`src/rtl/estado_mascota.sv`:
```
`default_nettype none
// ============================================================================
// estado_mascota : turns four 2-bit need levels into an expression code,
//                  with alert, sticky death and a code-stepping test mode.
// Revision 1.0
// ============================================================================
module estado_mascota #(
   parameter int TICKS_PER_SEC = 50_000_000,
   parameter int T_CRITICO     = 10,
   parameter int T_TEST        = 2
) (
   input  logic       clk,
   input  logic       B_Reset,
   input  logic       B_Test,
   input  logic [1:0] Nivel_Animo,
   input  logic [1:0] Nivel_Energia,
   input  logic [1:0] Nivel_Descanso,
   input  logic [1:0] Nivel_Medicina,
   output logic [2:0] Estado,
   output logic       Alerta,
   output logic       Muerto,
   output logic       Cambio
);

   localparam int PW = (TICKS_PER_SEC > 1) ? $clog2(TICKS_PER_SEC) : 1;
   localparam int CW = $clog2(T_CRITICO + 1);
   localparam int SW = (T_TEST > 1) ? $clog2(T_TEST) : 1;

   localparam logic [PW-1:0] PRESC_MAX = PW'(TICKS_PER_SEC - 1);
   localparam logic [CW-1:0] CRIT_MAX  = CW'(T_CRITICO);
   localparam logic [SW-1:0] STEP_MAX  = SW'(T_TEST - 1);

   localparam logic [2:0] C_NEUTRAL    = 3'd0;
   localparam logic [2:0] C_FELIZ      = 3'd1;
   localparam logic [2:0] C_HAMBRIENTO = 3'd2;
   localparam logic [2:0] C_CANSADO    = 3'd3;
   localparam logic [2:0] C_ENFERMO    = 3'd4;
   localparam logic [2:0] C_TRISTE     = 3'd5;
   localparam logic [2:0] C_MUERTO     = 3'd6;

   typedef enum logic [1:0] {
      S_NORMAL = 2'd0,
      S_TEST   = 2'd1,
      S_DEAD   = 2'd2
   } mode_t;

   mode_t           mode_q, mode_d;
   logic [PW-1:0]   presc_q;
   logic [CW-1:0]   crit_q, crit_d;
   logic [SW-1:0]   step_q, step_d;
   logic [2:0]      estado_q, estado_d;
   logic            alerta_q, alerta_d;
   logic            muerto_q, muerto_d;
   logic            cambio_q;
   logic            sync1_q, sync2_q, prev_q;

   logic            w_tick;
   logic            w_flanco;
   logic [2:0]      w_zeros;
   logic            w_dos_ceros;
   logic            w_alguno;
   logic [2:0]      w_clase;

   assign w_tick   = (presc_q == PRESC_MAX);
   assign w_flanco = sync2_q & ~prev_q;

   always_ff @(posedge clk) begin
      if (!B_Reset) begin
         presc_q <= '0;
      end else if (w_tick) begin
         presc_q <= '0;
      end else begin
         presc_q <= presc_q + 1'b1;
      end
   end

   // Button is asynchronous: two flops for metastability, a third for edge detection.
   always_ff @(posedge clk) begin
      if (!B_Reset) begin
         sync1_q <= 1'b0;
         sync2_q <= 1'b0;
         prev_q  <= 1'b0;
      end else begin
         sync1_q <= B_Test;
         sync2_q <= sync1_q;
         prev_q  <= sync2_q;
      end
   end

   assign w_zeros = 3'(Nivel_Animo    == 2'd0) + 3'(Nivel_Energia  == 2'd0)
                  + 3'(Nivel_Descanso == 2'd0) + 3'(Nivel_Medicina == 2'd0);
   assign w_dos_ceros = (w_zeros >= 3'd2);
   assign w_alguno    = (w_zeros != 3'd0);

   always_comb begin
      w_clase = C_NEUTRAL;
      if (Nivel_Medicina == 2'd0) begin
         w_clase = C_ENFERMO;
      end else if (Nivel_Energia == 2'd0) begin
         w_clase = C_HAMBRIENTO;
      end else if (Nivel_Descanso == 2'd0) begin
         w_clase = C_CANSADO;
      end else if (Nivel_Animo == 2'd0) begin
         w_clase = C_TRISTE;
      end else if ((Nivel_Animo == 2'd3) && (Nivel_Energia == 2'd3) &&
                   (Nivel_Descanso == 2'd3) && (Nivel_Medicina == 2'd3)) begin
         w_clase = C_FELIZ;
      end
   end

   always_comb begin
      mode_d   = mode_q;
      crit_d   = crit_q;
      step_d   = step_q;
      estado_d = estado_q;
      alerta_d = alerta_q;
      muerto_d = muerto_q;
      case (mode_q)
         S_NORMAL: begin
            if (crit_q == CRIT_MAX) begin
               // Death outranks a coincident button edge.
               mode_d   = S_DEAD;
               estado_d = C_MUERTO;
               alerta_d = 1'b0;
               muerto_d = 1'b1;
            end else begin
               if (!w_dos_ceros) begin
                  crit_d = '0;
               end else if (w_tick && !w_flanco) begin
                  crit_d = crit_q + 1'b1;
               end
               if (w_flanco) begin
                  mode_d   = S_TEST;
                  estado_d = C_NEUTRAL;
                  alerta_d = 1'b0;
                  step_d   = '0;
               end else begin
                  estado_d = w_clase;
                  alerta_d = w_alguno;
               end
            end
         end
         S_TEST: begin
            alerta_d = 1'b0;
            if (w_flanco) begin
               mode_d   = S_NORMAL;
               estado_d = w_clase;
               alerta_d = w_alguno;
            end else if (w_tick) begin
               if (step_q == STEP_MAX) begin
                  step_d   = '0;
                  estado_d = (estado_q == C_MUERTO) ? C_NEUTRAL : estado_q + 3'd1;
               end else begin
                  step_d = step_q + 1'b1;
               end
            end
         end
         S_DEAD: begin
            estado_d = C_MUERTO;
            alerta_d = 1'b0;
            muerto_d = 1'b1;
         end
         default: begin
            mode_d = S_NORMAL;
         end
      endcase
   end

   always_ff @(posedge clk) begin
      if (!B_Reset) begin
         mode_q   <= S_NORMAL;
         crit_q   <= '0;
         step_q   <= '0;
         estado_q <= C_NEUTRAL;
         alerta_q <= 1'b0;
         muerto_q <= 1'b0;
         cambio_q <= 1'b0;
      end else begin
         mode_q   <= mode_d;
         crit_q   <= crit_d;
         step_q   <= step_d;
         estado_q <= estado_d;
         alerta_q <= alerta_d;
         muerto_q <= muerto_d;
         cambio_q <= (estado_d != estado_q);
      end
   end

   assign Estado = estado_q;
   assign Alerta = alerta_q;
   assign Muerto = muerto_q;
   assign Cambio = cambio_q;

endmodule
`default_nettype wire
```
`config.mk`:
```
export PLATFORM = sky130hd
export DESIGN_NAME = estado_mascota
export DESIGN_NICKNAME = d
export VERILOG_FILES = /design/src/rtl/estado_mascota.sv
export SDC_FILE = /design/constraint.sdc
export NUM_CORES = 1
export LEC_CHECK = 0
export ABC_AREA = 1
export ABC_CLOCK_PERIOD_IN_PS = 5400
export CORE_UTILIZATION = 35
export DETAILED_ROUTE_END_ITERATION = 7
export SYNTH_ARGS = -nofsm -noshare
export SYNTH_HDL_FRONTEND = slang
export SYNTH_SLANG_ARGS = --single-unit
export TNS_END_PERCENT = 50
```
`constraint.sdc`:
```
create_clock -name clk -period 5.4 [get_ports clk]
set_clock_uncertainty 0.2 [all_clocks]
set_input_delay 1.62 -clock clk [delete_from_list [all_inputs] [get_ports clk]]
set_output_delay 1.62 -clock clk [all_outputs]
set_load 0.1 [all_outputs]
```
==> results of run 1 <==
cells by family after synthesis:
| group | count (synthesis) | synth area share, % |
|---|---|---|
| adder cells (fa/ha/maj) | 12 | 6.475 |
| AO/OA/AOI/OAI | 47 | 10.53 |
| buffers and inverters | 54 | 8.427 |
| XOR/XNOR | 7 | 2.518 |
| flip-flops | 42 | 34.53 |
| AND/OR/NAND/NOR | 187 | 37.51 |
cell usage in the layout (no fill, tap or decap), drive strengths merged:
master	synthesis	final
clkdlybuf4s50	0	16
xnor2	3	3
nor3	13	13
buf	2	1
dfxtp	42	42
fa	1	1
or2	4	4
a31oi	1	1
o21a	1	1
a21oi	26	26
ha	11	11
clkbuf	1	7
nor3b	3	3
o31ai	1	1
a221oi	2	2
clkinv	1	1
nand4	10	10
o21ai	14	14
a2111oi	1	1
xor2	4	4
nand2	74	74
bufinv	0	1
nand3	23	23
nor2	55	55
a2bb2oi	1	1
inv	50	50
nor4b	1	1
and3	1	1
nor4	3	3
power by group through the flow:
stage | sequential, mW | clock, mW | combinational, mW
5_1_grt | 0.366 | 0.267 | 0.390
3_3_place_gp | 0.368 | 0 | 0.347
4_1_cts | 0.361 | 0.254 | 0.352
6_report | 0.361 | 0.246 | 0.352
2_1_floorplan | 0.464 | 0 | 0.171
3_5_place_dp | 0.368 | 0 | 0.350
state kept, by name, summed over array words and instances, names as in the netlist:
| name | flops |
|---|---|
| Alerta | 1 |
| Cambio | 1 |
| Estado | 3 |
| Muerto | 1 |
| crit_q | 4 |
| mode_q | 2 |
| presc_q | 26 |
| prev_q | 1 |
| step_q | 1 |
| sync1_q | 1 |
| sync2_q | 1 |
layout make-up:
| type | count | share of cell area [%] |
|---|---|---|
| Multi-Input combinational cell | 253 | 49.69 |
| Sequential cell | 42 | 30.08 |
| Inverter | 51 | 6.849 |
| Timing Repair Buffer | 17 | 5.998 |
| Tap cell | 80 | 3.581 |
| Clock buffer | 7 | 2.731 |
| Clock inverter | 1 | 1.074 |
worst paths after layout:
check | from | end | slack (ns) | cells past startpoint
max | Nivel_Medicina[0] | crit_q[2] | 1.02 | 15
min | sync1_q | sync2_q | 0.22 | 2
max reg2reg | presc_q[0] | presc_q[14] | 2.90 | 11
min reg2reg | sync1_q | sync2_q | 0.22 | 2
stage by stage:
step                area [um^2]  utilization [%]  instances  power [mW]
global placement           2689            39.80        443      0.7143
global route               2795            41.37        451       1.024
CTS                        2795            41.37        451      0.9669
finish                     2795            41.37        451      0.9586
detailed placement         2689            39.80        443      0.7178
floorplan                  2435                -        349      0.6349
synthesized netlist by cell type (2+ instances only):
master	instances
nor3_1	10
ha_1	11
xnor2_1	3
nand2_1	71
nor2_2	6
nand3_2	4
nor2_1	45
buf_2	2
nand2_2	3
a21oi_1	26
inv_2	4
nor3_2	2
or2_2	3
dfxtp_1	42
o21ai_0	11
nor3b_1	2
xor2_1	4
a221oi_1	2
nand3_1	19
nand4_1	10
nor2_4	4
inv_1	46
o21ai_1	3
nor4_1	3
worst reg2reg max path, stage by stage (launching register included):
cell	delay, ns
dfxtp_1	0.41
ha_1	0.22
nand3_2	0.12
inv_2	0.07
nand2_1	0.07
nor2_4	0.15
nand2_2	0.11
nand2_1	0.31
buf_4	0.28
inv_1	0.17
o21ai_0	0.15
a2bb2oi_1	0.10
routing by layer:
metal | part of all wire (%) | vias to the layer above
met5 | 0 | -
met4 | 0.80 | 0
met3 | 2.3 | 5
met2 | 46 | 19
met1 | 51 | 982
li1 | - | 1174
==> results.yml, run 1 <==
setup_path:
  crit_path_top_delay_cell: "fa_1"
  endpoint_kind: "flop"
  critPathMaxStageDelay_ns: 0.47
  crit_fanout: 4
  crit_top_cell: "inv_1"
  path_class: "input port to flop"
  crit_path_start_kind: "input port"
  cp_top_family: "adder cells"
  arrival_ns: 4.38
  worst-path-buf-inv: 6
  path_cells: "clkdlybuf4s50_1, nor2_1, inv_1, fa_1, inv_1, ha_1, inv_1, ha_1, inv_1, o31ai_1, o21ai_1, nand2_1, clkinv_1, nand3_1, nor3b_1"
  critPathRequiredTime_ns: 5.40
grt:
  overflow: 0
  met1_usage_pct: 20.46
  met3_usage_pct: 3.113
  grt_pass1_wl_um: 9197
  antenna_found_initial: 0
  grt_max_degree: 14
  grt.total_usage_pct: 15.41
  busiest_layer: "met2"
  grt_pass1_vias: 2084
  use_met2_pct: 25.75
sta:
  setup_viol: 0
  finalHoldViolations: 0
  setup_tns_ns: 0
  setup_ws_ns: 1.024
  slew_headroom_pct: 35.01
  holdWs_ns: 0.2177
  maxSlewViolCount: 0
  min_period_over_period_pct: 81.04
  rsz0062_at_grt: "false"
  tightest_slew_ns: 0.9717
  fin_crit_ns: 4.376
  timing.fmax_mhz: 228.5
cts:
  htreeDepth: 2
  cts_made_buffers: 5
  cts_tree: "done"
  clk_path_buf_depth: 2
  cts_root_buffer: "clkbuf_8"
  clk_pin_slew_worst_paths_ns: 0.08
  cts_hold_buf: 0
  clock_sinks: 42
  cts_resized: 0
  post_cts_buffers: 0
  worstSkewPairLatency_ns: 0.29
floorplanning:
  die_y_um: 85.41
  die-area_um2: 7294
  core_area_um2: 6756
  initial_utilization_pct: 36.04
  rows: 30
  dieWidth_um: 85.41
  pin_count: 17
layout:
  antenna_cells: 0
  drive_above_1_share_pct: 9.704
  nets: 393
  areaGrowthSynthToFinish_pct: 14.80
  regArea_um2: 840.8
  multi_input_area_um2: 1389
  fill_cells: 705
synthesis:
  ys_top_cells_by_area: "dfxtp_1 (35%), nand2_1 (11%), inv_1 (7.1%), nor2_1 (6.9%), ha_1 (5.7%)"
  synth_edf_count: 0
  ys_types: 37
  synth_area_um2: 2435
  synthCells: 349
  synth_top_area_cell: "dfxtp_1"
  synth.net_count: 372
  synth_top_area_share_pct: 34.53
  synth-seq-area-share_pct: 34.53
  ys_ff_latch: 42
  async_flop_share_pct: 0
  ys.warnings.count: 0
  synth_top_flop_cell: "dfxtp_1"
  synth.avg_cell_area_um2: 6.977
detailed_routing:
  ant_nets: 0
  drc_errors: 0
  drt-total-wl_um: 5245
  vias: 2180
  wl_per_cell_um: 11.63
  firstDrtPassIters: 4
  vias_per_cell: 4.834
  drtIter0Drc: 75
pwr:
  p_int_mw: 0.5768
  p_comb_share_pct: 36.8
  p_clk_share_pct: 25.6
  leakagePower_nw: 1.091
  cellPowerDensity_nw_per_um2: 343.0
  p_sw_share_pct: 39.83
  p_seq_share_pct: 37.6
  irDropWorstVdd_v: 0.0002127
  power.switching_mw: 0.3818
placement:
  gp_congestion: 0.8517
  dp_hpwl_um: 4079
  io_buffers: 16
  pre_cts_slack_ns: 0.8187
flow_run:
  drv_cap: 0
min_path:
  hold_class: "flop to flop"
run_status:
  outcome: "complete, no violations"
(Power assumes the default switching activity.)
==> inputs of run 2 (changes only) <==
ABC_CLOCK_PERIOD_IN_PS = 3950   (was 5400)
clock period = 3.95 ns   (was 5.4 ns; I/O delays follow)
==> run 2 against run 1 <==
Effect of this change:
- sequential power is 36% higher
- non-clock buffer count is 3 higher
- combinational power is 38% higher
- worst hold slack better by 0.0053 ns
- cell count is 0.67% higher
- critical path depth stayed put
- sequential cell count stayed put
- setup slack worse by 0.75 ns
- largest power group unchanged
- highest routed layer unchanged
==> results.yml, run 2 (synthesis results as in run 1) <==
cts:
  post_cts_buffers: 0
  cts_tree: "done"
  worstSkewPairLatency_ns: 0.30
  cts_root_buffer: "clkbuf_8"
  cts_made_buffers: 5
  clk_path_buf_depth: 2
  htreeDepth: 2
  clock_sinks: 42
  clk_pin_slew_worst_paths_ns: 0.08
sta:
  tightest_slew_ns: 0.4275
  holdWs_ns: 0.2230
  min_period_over_period_pct: 93.12
  timing.fmax_mhz: 271.9
  rsz0062_at_grt: "false"
  slew_headroom_pct: 70.76
  setup_viol: 0
  maxSlewViolCount: 0
  fin_crit_ns: 3.678
  finalHoldViolations: 0
floorplanning:
  rows: 30
  core_area_um2: 6756
  die-area_um2: 7294
  dieWidth_um: 85.41
  pin_count: 17
  die_y_um: 85.41
  initial_utilization_pct: 36.04
grt:
  grt.total_usage_pct: 15.25
  grt_pass1_vias: 2042
  antenna_found_initial: 0
  grt_max_degree: 17
  grt_pass1_wl_um: 8970
  overflow: 0
detailed_routing:
  firstDrtPassIters: 4
  ant_nets: 0
  drt-total-wl_um: 5101
  wl_per_cell_um: 11.24
  drc_errors: 0
  vias: 2207
  vias_per_cell: 4.861
  drtIter0Drc: 96
placement:
  dp_hpwl_um: 4010
  placed_area_um2: 2696
  gp_congestion: 0.8094
  io_buffers: 16
layout:
  fill_cells: 715
  nets: 396
  top_register: "presc_q"
  final_area_um2: 2793
  regArea_um2: 840.8
  largest_register_ffs: 26
  multi_input_area_um2: 1394
  layout_commonest_cell: "nand2_1"
  areaGrowthSynthToFinish_pct: 14.70
  antenna_cells: 0
  drive_above_1_share_pct: 12.57
  layout_common_cells: "nand2_1 (71), inv_1 (46), nor2_1 (45)"
setup_path:
  timing.rr.start: "presc_q[0]"
  arrival_ns: 3.70
  r2r-end: "presc_q[24]"
  reg2regPathDepth: 10
  crit_path_start_kind: "input port"
  crit_fanout: 4
  regToRegSetupSlack_ns: 1.76
  path_class: "input port to flop"
  endpoint_kind: "flop"
  critPathRequiredTime_ns: 3.98
pwr:
  irDropWorstVdd_v: 0.0003005
  leakagePower_nw: 1.113
  total_power_mw: 1.271
  cellPowerDensity_nw_per_um2: 455.0
min_path:
  min_to: "sync2_q"
  hp-start: "sync1_q"
  holdPathStages: 2
  hold_class: "flop to flop"
flow_run:
  drv_cap: 0
run_status:
  outcome: "complete, no violations"
run 2: power breakdown:
group | internal (mW) | switching (mW) | total [mW]
sequential | 0.459 | 0.0329 | 0.492
combinational | 0.144 | 0.343 | 0.487
clock | 0.141 | 0.150 | 0.292
run 2: per-stage QoR:
step	instances	setup TNS, ns	worst slack (ns)	util (%)
4_1_cts	454	0	0.2256	41.26
3_5_place_dp	446	-0.1699	-0.09552	39.91
6_report	454	0	0.2719	41.33
5_1_grt	454	0	0.01552	41.33
2_1_floorplan	349	0	0.4709	-
3_3_place_gp	446	-0.009309	-0.009309	39.91
run 2: what timing repair did:
| item | 4_1_cts | 5_1_grt |
|---|---|---|
| gates resized for setup | 0 | 1 |
| hold buffers | 0 | 0 |
| endpoints found under the setup margin | 0 | 2 |
run 2: critical path: stages:
cell,delay [ns]
clkdlybuf4s50_1,0.42
nor2_1,0.14
inv_1,0.09
fa_1,0.48
inv_1,0.07
ha_1,0.16
inv_1,0.05
ha_1,0.29
inv_1,0.05
o31ai_2,0.20
o21ai_1,0.10
nand2_1,0.09
clkinv_1,0.11
and3_1,0.16
nor3_1,0.11
run 2: per-layer routing:
metal / vias up / part of all wire, % / wire (um) / track usage, %
met5: - / 0 / 0 / 0
met4: 0 / 1.3 / 65 / 5.455
met3: 6 / 3.0 / 151 / 3.307
met2: 24 / 45 / 2289 / 24.73
met1: 997 / 51 / 2595 / 19.96
li1: 1180 / - / - / -
run 2: layout make-up:
type,count,area share [%]
repair buffers,20,6.272
flip-flops and latches,42,30.11
clock inverters,1,0.1792
clock buffers,7,3.091
well taps,80,3.584
inverters,51,6.855
multi-input cells,253,49.91
run 2: how the worst max path moves through the flow:
| stage | slack (ns) | startpoint | cells after the start | end |
|---|---|---|---|---|
| after detailed placement | -0.1 | Nivel_Medicina[1] | 15 | crit_q[3] |
| after CTS | 0.23 | Nivel_Medicina[1] | 15 | crit_q[3] |
| after floorplan | 0.47 | Nivel_Medicina[1] | 14 | crit_q[3] |
| after global placement | -0.009 | Nivel_Medicina[1] | 15 | crit_q[3] |
| after global routing | 0.02 | Nivel_Medicina[1] | 15 | crit_q[3] |
| final | 0.27 | Nivel_Medicina[1] | 15 | crit_q[3] |
==> inputs of run 3 (changes only) <==
CELL_PAD_IN_SITES_DETAIL_PLACEMENT = 2   (was default)
CELL_PAD_IN_SITES_GLOBAL_PLACEMENT = 2   (was default)
CORE_UTILIZATION = 30   (was 35)
MAX_ROUTING_LAYER = met4   (was default)
PLACE_DENSITY_LB_ADDON = 0.1   (was default)
SLEW_MARGIN = 20   (was default)
==> run 3 against run 2 <==
Effect of this change:
- via count rose by 5.5%
- cell count rose by 5.1%
- combinational power grew 1%
- non-clock buffer count grew 1
- sequential power grew 0.8%
- die area is 16% higher
- critical path type unchanged
==> results.yml, run 3 (synthesis results as in run 1) <==
run_status:
  outcome: "complete, no violations"
layout:
  layout_commonest_cell: "nand2_1"
  top_register: "presc_q"
  layout_common_cells: "nand2_1 (71), inv_1 (46), nor2_1 (44)"
  antenna_cells: 0
  fill_cells: 981
  areaGrowthSynthToFinish_pct: 16.60
  stdcell_count: 477
  nets: 397
  final_area_um2: 2839
  largest_register_ffs: 26
  drive_above_1_share_pct: 13.33
sta:
  setup_tns_ns: 0
  fin_crit_ns: 3.683
  rsz0062_at_grt: "false"
  slew_headroom_pct: 73.94
  min_period_over_period_pct: 93.25
  setup_viol: 0
  timing.fmax_mhz: 271.5
  finalHoldViolations: 0
  setup_ws_ns: 0.2666
  maxSlewViolCount: 0
  tightest_slew_ns: 0.3810
pwr:
  irDropWorstVdd_v: 0.0001999
  leakagePower_nw: 1.122
  cellPowerDensity_nw_per_um2: 454.0
  total_power_mw: 1.289
detailed_routing:
  ant_nets: 0
  vias: 2329
  drtIter0Drc: 37
  drt-total-wl_um: 6981
  vias_per_cell: 4.883
  wl_per_cell_um: 14.64
  firstDrtPassIters: 4
  drc_errors: 0
placement:
  io_buffers: 16
  placed_area_um2: 2731
  pre_cts_slack_ns: -0.2246
  placed_cells: 469
  gp_congestion: 0.7474
  dp_hpwl_um: 5606
setup_path:
  endpoint_kind: "flop"
  crit_path_start_kind: "input port"
  arrival_ns: 3.71
  crit_fanout: 4
  path_class: "input port to flop"
  critPathRequiredTime_ns: 3.97
cts:
  clk_pin_slew_worst_paths_ns: 0.09
  cts_root_buffer: "clkbuf_8"
  clk_path_buf_depth: 2
  htreeDepth: 2
  cts_made_buffers: 5
  clock_sinks: 42
  cts_hold_buf: 0
  worstSkewPairLatency_ns: 0.30
  cts_tree: "done"
min_path:
  hold_class: "flop to flop"
grt:
  grt_max_degree: 21
  grt_pass1_wl_um: 11770
  overflow: 0
  antenna_found_initial: 0
  grt.total_usage_pct: 18.23
  grt_pass1_vias: 2458
floorplanning:
  dieWidth_um: 92.09
  rows: 32
  core_area_um2: 7807
  die-area_um2: 8481
  initial_utilization_pct: 31.19
  pin_count: 17
  die_y_um: 92.09
flow_run:
  drv_cap: 0
## run 3: cell types whose count changed in the layout (fill, tap and decap cells not counted), sizes merged
cell and change:
buf +1, clkinv -1, inv +1
## run 3: final cells by class
type	instances	area [um^2]	area share (%)
sequential	42	840.8	29.62
clock buffer	7	86.33	3.041
tap	102	127.6	4.495
multi-input combinational	253	1405	49.49
inverter	51	191.4	6.743
timing repair buffer	21	182.7	6.435
clock inverter	1	5.005	0.1763
## run 3: critical path: stages
cell and delay, ns:
clkdlybuf4s50_1 0.45, nor2_1 0.15, inv_1 0.09, fa_1 0.46
inv_1 0.07, ha_1 0.16, inv_1 0.05, ha_1 0.30
inv_1 0.07, o31ai_4 0.19, o21ai_1 0.10, nand2_1 0.12
inv_2 0.06, and3_1 0.14, nor3_1 0.12
## run 3: power breakdown
group	internal, mW	switching [mW]
Combinational	0.141	0.352
Clock	0.141	0.158
Sequential	0.459	0.0365
## run 3: timing repair
action / in CTS / in global routing
setup endpoints to repair: 0 / 3
buffers inserted: 0 / 0
gates resized for setup: 0 / 4
## run 3: path summary, 6_finish.rpt
path / start / endpoint / slack (ns) / cells after the start
max: Nivel_Animo[0] / crit_q[3] / 0.27 / 15
min: sync1_q / sync2_q / 0.23 / 2
max reg2reg: presc_q[0] / presc_q[24] / 1.71 / 10
min reg2reg: sync1_q / sync2_q / 0.23 / 2
## run 3: stage by stage
stage | util (%) | hold WS, ns
after global routing | 36.36 | 0.2714
after global placement | 34.98 | 0.2186
after CTS | 36.15 | 0.2484
after detailed placement | 34.98 | 0.2252
after floorplan | - | 0.1905
final | 36.36 | 0.2326
## run 3: metal layers
metal / global-route usage [%] / share of wire, % / vias to the layer above
met2: 29.35 / 46 / 9
met1: 24.05 / 52 / 1136
met4: 4.297 / 0.79 / 0
li1: - / - / 1179
met3: 2.736 / 1.3 / 5
met5: - / 0 / -
